<file path="src/rtl/pri_sel_if.sv">
`default_nettype none
// ============================================================================
//  Module   : pri_sel_if
//  Brief    : Request/grant matrix bundle for the pri_sel iSLIP matcher.
//  Revision : 1.0 - initial release
// ============================================================================
interface pri_sel_if #(
  parameter int N = 4
);
  logic [N-1:0][N-1:0] in;
  logic [N-1:0][N-1:0] out;

  modport master (output in, input out);
  modport slave  (input in, output out);
endinterface
`default_nettype wire

</file>
<file path="src/rtl/pri_sel.sv">
`default_nettype none
// ============================================================================
//  Module   : pri_sel
//  Brief    : Single-iteration iSLIP matcher with per-time-slot pointer banks.
//  Revision : 1.0 - initial release
// ============================================================================
module pri_sel #(
  parameter int N = 4,
  parameter int P = 8
) (
  input  logic      clk,
  input  logic      reset,
  pri_sel_if.slave  bus
);

  localparam int PTR_W  = (N > 1) ? $clog2(N) : 1;
  localparam int SLOT_W = (P > 1) ? $clog2(P) : 1;

  typedef logic [PTR_W-1:0] ptr_t;

  logic [N-1:0][N-1:0] out_q, out_d;
  logic [SLOT_W-1:0]   s_q, s_d;
  ptr_t                g_q [P][N];
  ptr_t                g_d [P][N];
  ptr_t                a_q [P][N];
  ptr_t                a_d [P][N];

  // Grants are held column-major: gnt_col[j][i] means output j granted input i.
  logic [N-1:0][N-1:0] gnt_col;
  logic [N-1:0][N-1:0] gnt_row;
  logic [N-1:0][N-1:0] acc;

  function automatic logic [N-1:0] rr_pick(input logic [N-1:0] req, input ptr_t ptr);
    logic [N-1:0] pick;
    logic         found;
    int           idx;
    pick  = '0;
    found = 1'b0;
    for (int off = 0; off < N; off++) begin
      idx = int'(ptr) + off;
      if (idx >= N) idx = idx - N;
      if (!found && req[idx[PTR_W-1:0]]) begin
        pick[idx[PTR_W-1:0]] = 1'b1;
        found = 1'b1;
      end
    end
    return pick;
  endfunction

  function automatic ptr_t next_ptr(input int k);
    int t;
    t = k + 1;
    if (t >= N) t = 0;
    return t[PTR_W-1:0];
  endfunction

  always_comb begin
    gnt_col = '0;
    gnt_row = '0;
    acc     = '0;
    g_d     = g_q;
    a_d     = a_q;
    s_d     = (s_q == SLOT_W'(P - 1)) ? '0 : s_q + 1'b1;

    for (int j = 0; j < N; j++) begin
      logic [N-1:0] col_req;
      col_req = '0;
      for (int i = 0; i < N; i++) col_req[i] = bus.in[i][j];
      gnt_col[j] = rr_pick(col_req, g_q[s_q][j]);
    end

    for (int i = 0; i < N; i++) begin
      for (int j = 0; j < N; j++) gnt_row[i][j] = gnt_col[j][i];
      acc[i] = rr_pick(gnt_row[i], a_q[s_q][i]);
    end

    // Only accepted pairs move pointers, and only in the active slot's bank.
    for (int i = 0; i < N; i++) begin
      for (int j = 0; j < N; j++) begin
        if (acc[i][j]) begin
          g_d[s_q][j] = next_ptr(i);
          a_d[s_q][i] = next_ptr(j);
        end
      end
    end

    out_d = acc;
  end

  always_ff @(posedge clk) begin
    if (reset) begin
      out_q <= '0;
      s_q   <= '0;
      for (int k = 0; k < P; k++) begin
        for (int n = 0; n < N; n++) begin
          g_q[k][n] <= '0;
          a_q[k][n] <= '0;
        end
      end
    end else begin
      out_q <= out_d;
      s_q   <= s_d;
      g_q   <= g_d;
      a_q   <= a_d;
    end
  end

  assign bus.out = out_q;

endmodule
`default_nettype wire

</file>
<file path="src/flat_wrapper.sv">
// flat-port wrapper written by rule: the top's interface ports become plain ports
module pri_sel_flat 
#(
  parameter int N = 4,
  parameter int P = 8
)
  (clk, reset, bus_in, bus_out);
  pri_sel_if #(.N(N)) bus_i ();
  input  logic clk;
  input  logic reset;
  input wire logic [$bits(bus_i.in)-1:0] bus_in;
  output wire logic [$bits(bus_i.out)-1:0] bus_out;
  assign bus_i.in = bus_in;
  assign bus_out = bus_i.out;
  pri_sel #(.N(N), .P(P)) u_core (.clk(clk), .reset(reset), .bus(bus_i));
endmodule
</file>
<file path="config.mk">
export PLATFORM = sky130hd
export DESIGN_NAME = pri_sel_flat
export DESIGN_NICKNAME = d
export VERILOG_FILES = /design/src/rtl/pri_sel_if.sv /design/src/rtl/pri_sel.sv /design/src/flat_wrapper.sv
export SDC_FILE = /design/constraint.sdc
export NUM_CORES = 1
export LEC_CHECK = 0
export ABC_AREA = 1
export CAP_MARGIN = 20
export CORE_AREA = 8 8 150 152
export CTS_CLUSTER_SIZE = 24
export DETAILED_ROUTE_END_ITERATION = 8
export DIE_AREA = 0 0 158 160
export HOLD_SLACK_MARGIN = 0.1
export PLACE_DENSITY = 0.74
export SYNTH_ARGS = -nofsm -noshare
export SYNTH_HDL_FRONTEND = slang
export SYNTH_SLANG_ARGS = --single-unit
</file>
<file path="constraint.sdc">
create_clock -name clk -period 7.6 [get_ports clk]
set_input_delay 1.52 -clock clk [delete_from_list [all_inputs] [get_ports clk]]
set_output_delay 1.52 -clock clk [all_outputs]
set_load 0.03 [all_outputs]
</file>
==> reports/metrics.cfg <==
[clock_network]
cts_buffers = 17
path_clk_slew_ns = 0.06
postCtsHoldBufs = 0
cts_num_sinks = 147
clockBufferDepth = 2
clockRootBuffer = clkbuf_16
htree_levels = 4
clock_latency_ns = 0.44
post-cts-setup-buffer-count = 0
cts_tree = built
ctsResizeCount = 0

[yosys]
synth_area_leaders = dfxtp_1, nand2_1, nand3_1
ys_types = 43
yosysTopAreaCell = dfxtp_1
synth_largest_type_area_fraction = 0.269
syn_area_um2 = 10900
yosysWarnings = 0
ys_ff_latch = 147
netlist_instances = 1799
synth_area_per_cell_um2 = 6.07
ys_seq_area_frac = 0.269
synth_nets = 1875

[timing]
grt_setup_unrepaired = no
setup_tns_ns = 0
drv_slew = 0
post-route-period-util = 0.745
fmaxAchievable_mhz = 177
min_period_ns = 5.66
hold_ws_ns = 0.461
setup_viol = 0
relSlewSlack = 0.348
finalHoldViolations = 0
fin_ws_ns = 1.94
tightest_slew_ns = 0.977
skew_ns = 0.0109

[placement]
routabilityCongestion = 0.981
preCtsSetupSlack_ns = 2.27
place_area_um2 = 11300
dp_hpwl_um = 23400
port-buffer-count = 33

[route]
viasPerCell = 5.60
wl_per_cell_um = 16.1
detail_route.wirelength_um = 33400
drc_errors = 0
firstDrtPassIters = 7
ant_nets = 0
vias = 11626
drtIter0Drc = 1392

[floorplanning]
core_area_um2 = 20000
die_w_um = 158
rows = 52
die_area_um2 = 25300
initial_core_util = 0.545
die_h_um = 160
ios = 34

[finish]
n_antenna_cell = 0
drive_gt1_frac = 0.0731
layout_commonest_cell = nand2_1
multi_input_area_um2 = 6870
design_area_um2 = 11900
most-common-layout-cells = nand2_1, nand3_1, nor2_1, inv_1, dfxtp_1
seqCellArea_um2 = 2940
area_delta_synth_final_pct = 8.76
fillerInstances = 2006
layout.nets = 1868

[global_route]
antenna_found_initial = 0
grt_max_degree = 56
grt_pass1_wl_um = 53600
grt_pass1_vias = 10424
gr-total-overflow = 0
grt.total_usage = 0.263

[worst_setup_path]
cp_top_family = simple AND/OR/NAND/NOR gates
crit_top_cell = nand2_1
cp.required_ns = 7.93
worst_path_max_delay_cell = inv_1
path_buf_inv = 4
worst-endpoint-arrival_ns = 5.99
max_stage_delay_ns = 0.88
path_class = register to register
crit_fanout = 35
cp-start-kind = register
worstSetupEndpointType = register
cp_cell_sequence = inv_2, nand2_1, inv_1, a221oi_1, nand2_1, inv_2, ha_1, inv_1, nand2_1, nand2_1, nand3_1, nand2_1, nand3b_2, nor2_1, nand2_1, nand2_1, nand2_1, nand2_1, nor2_1

[status]
status = finished clean

[worst_hold_path]
min_path_type = register to register

[job]
cap_violations = 0

==> routing by layer <==
metal | wire, µm | vias up | GRT usage
met5 | 0 | - | 0
met4 | 1400 | 0 | 0.121
li1 | - | 5757 | -
met3 | 2770 | 85 | 0.0448
met1 | 14000 | 5294 | 0.339
met2 | 15300 | 490 | 0.418
==> synthesized netlist by cell type (all sizes together) <==
master	number
o21ai	75
nand4	8
nor3	12
nor2	219
ha	58
a21oi	101
o2bb2ai	3
a31oi	8
o21a	9
a22oi	1
clkbuf	25
clkinv	1
or2	2
nand3	239
a221oi	13
o31ai	1
nand3b	2
inv	191
dfxtp	147
mux2i	10
nand2	615
o21bai	2
o22ai	8
a22o	4
a21boi	1
buf	44
==> cells by family after synthesis <==
| kind of cell | after synthesis | share of synthesized area |
|---|---|---|
| and+or+nand+nor | 1097 | 0.434 |
| buffers and inverters | 261 | 0.102 |
| AOI/OAI and AO/OA | 226 | 0.118 |
| DFF | 147 | 0.269 |
| adders and majority gates | 58 | 0.0664 |
| muxes | 10 | 0.00917 |
==> final cells by class <==
cell class                 instances  area share
timing repair buffer              43      0.0341
clock buffer                      20      0.0376
clock inverter                    12      0.0132
tap                              270      0.0284
inverter                         192      0.0609
sequential                       147       0.248
multi-input combinational       1391       0.578
==> worst register-to-register path: stages (launching register included) <==
cell	delay, ns
dfxtp_1	0.32
inv_2	0.47
nand2_1	0.53
inv_1	0.88
a221oi_1	0.29
nand2_1	0.36
inv_2	0.17
ha_1	0.36
inv_1	0.06
nand2_1	0.06
nand2_1	0.14
nand3_1	0.11
nand2_1	0.05
nand3b_2	0.56
nor2_1	0.29
nand2_1	0.48
nand2_1	0.25
nand2_1	0.07
nand2_1	0.06
nor2_1	0.06
==> worst paths after layout <==
path	slack (ns)	cells after the start	end	from
max	1.94	19	register	u_core.s_q[0]$_SDFF_PP0_
min	0.46	2	register	register
max reg2reg	1.94	19	register	u_core.s_q[0]$_SDFF_PP0_
min reg2reg	0.46	2	register	register
==> per-stage QoR <==
stage,util,cells
final,0.593,2075
after global routing,0.593,2075
after CTS,0.593,2075
after detailed placement,0.563,2043
after global placement,0.563,2043
after floorplan,-,1799
Power is not shown: default switching activity piles up to over one toggle a cycle in this logic, so the estimate is an artifact.
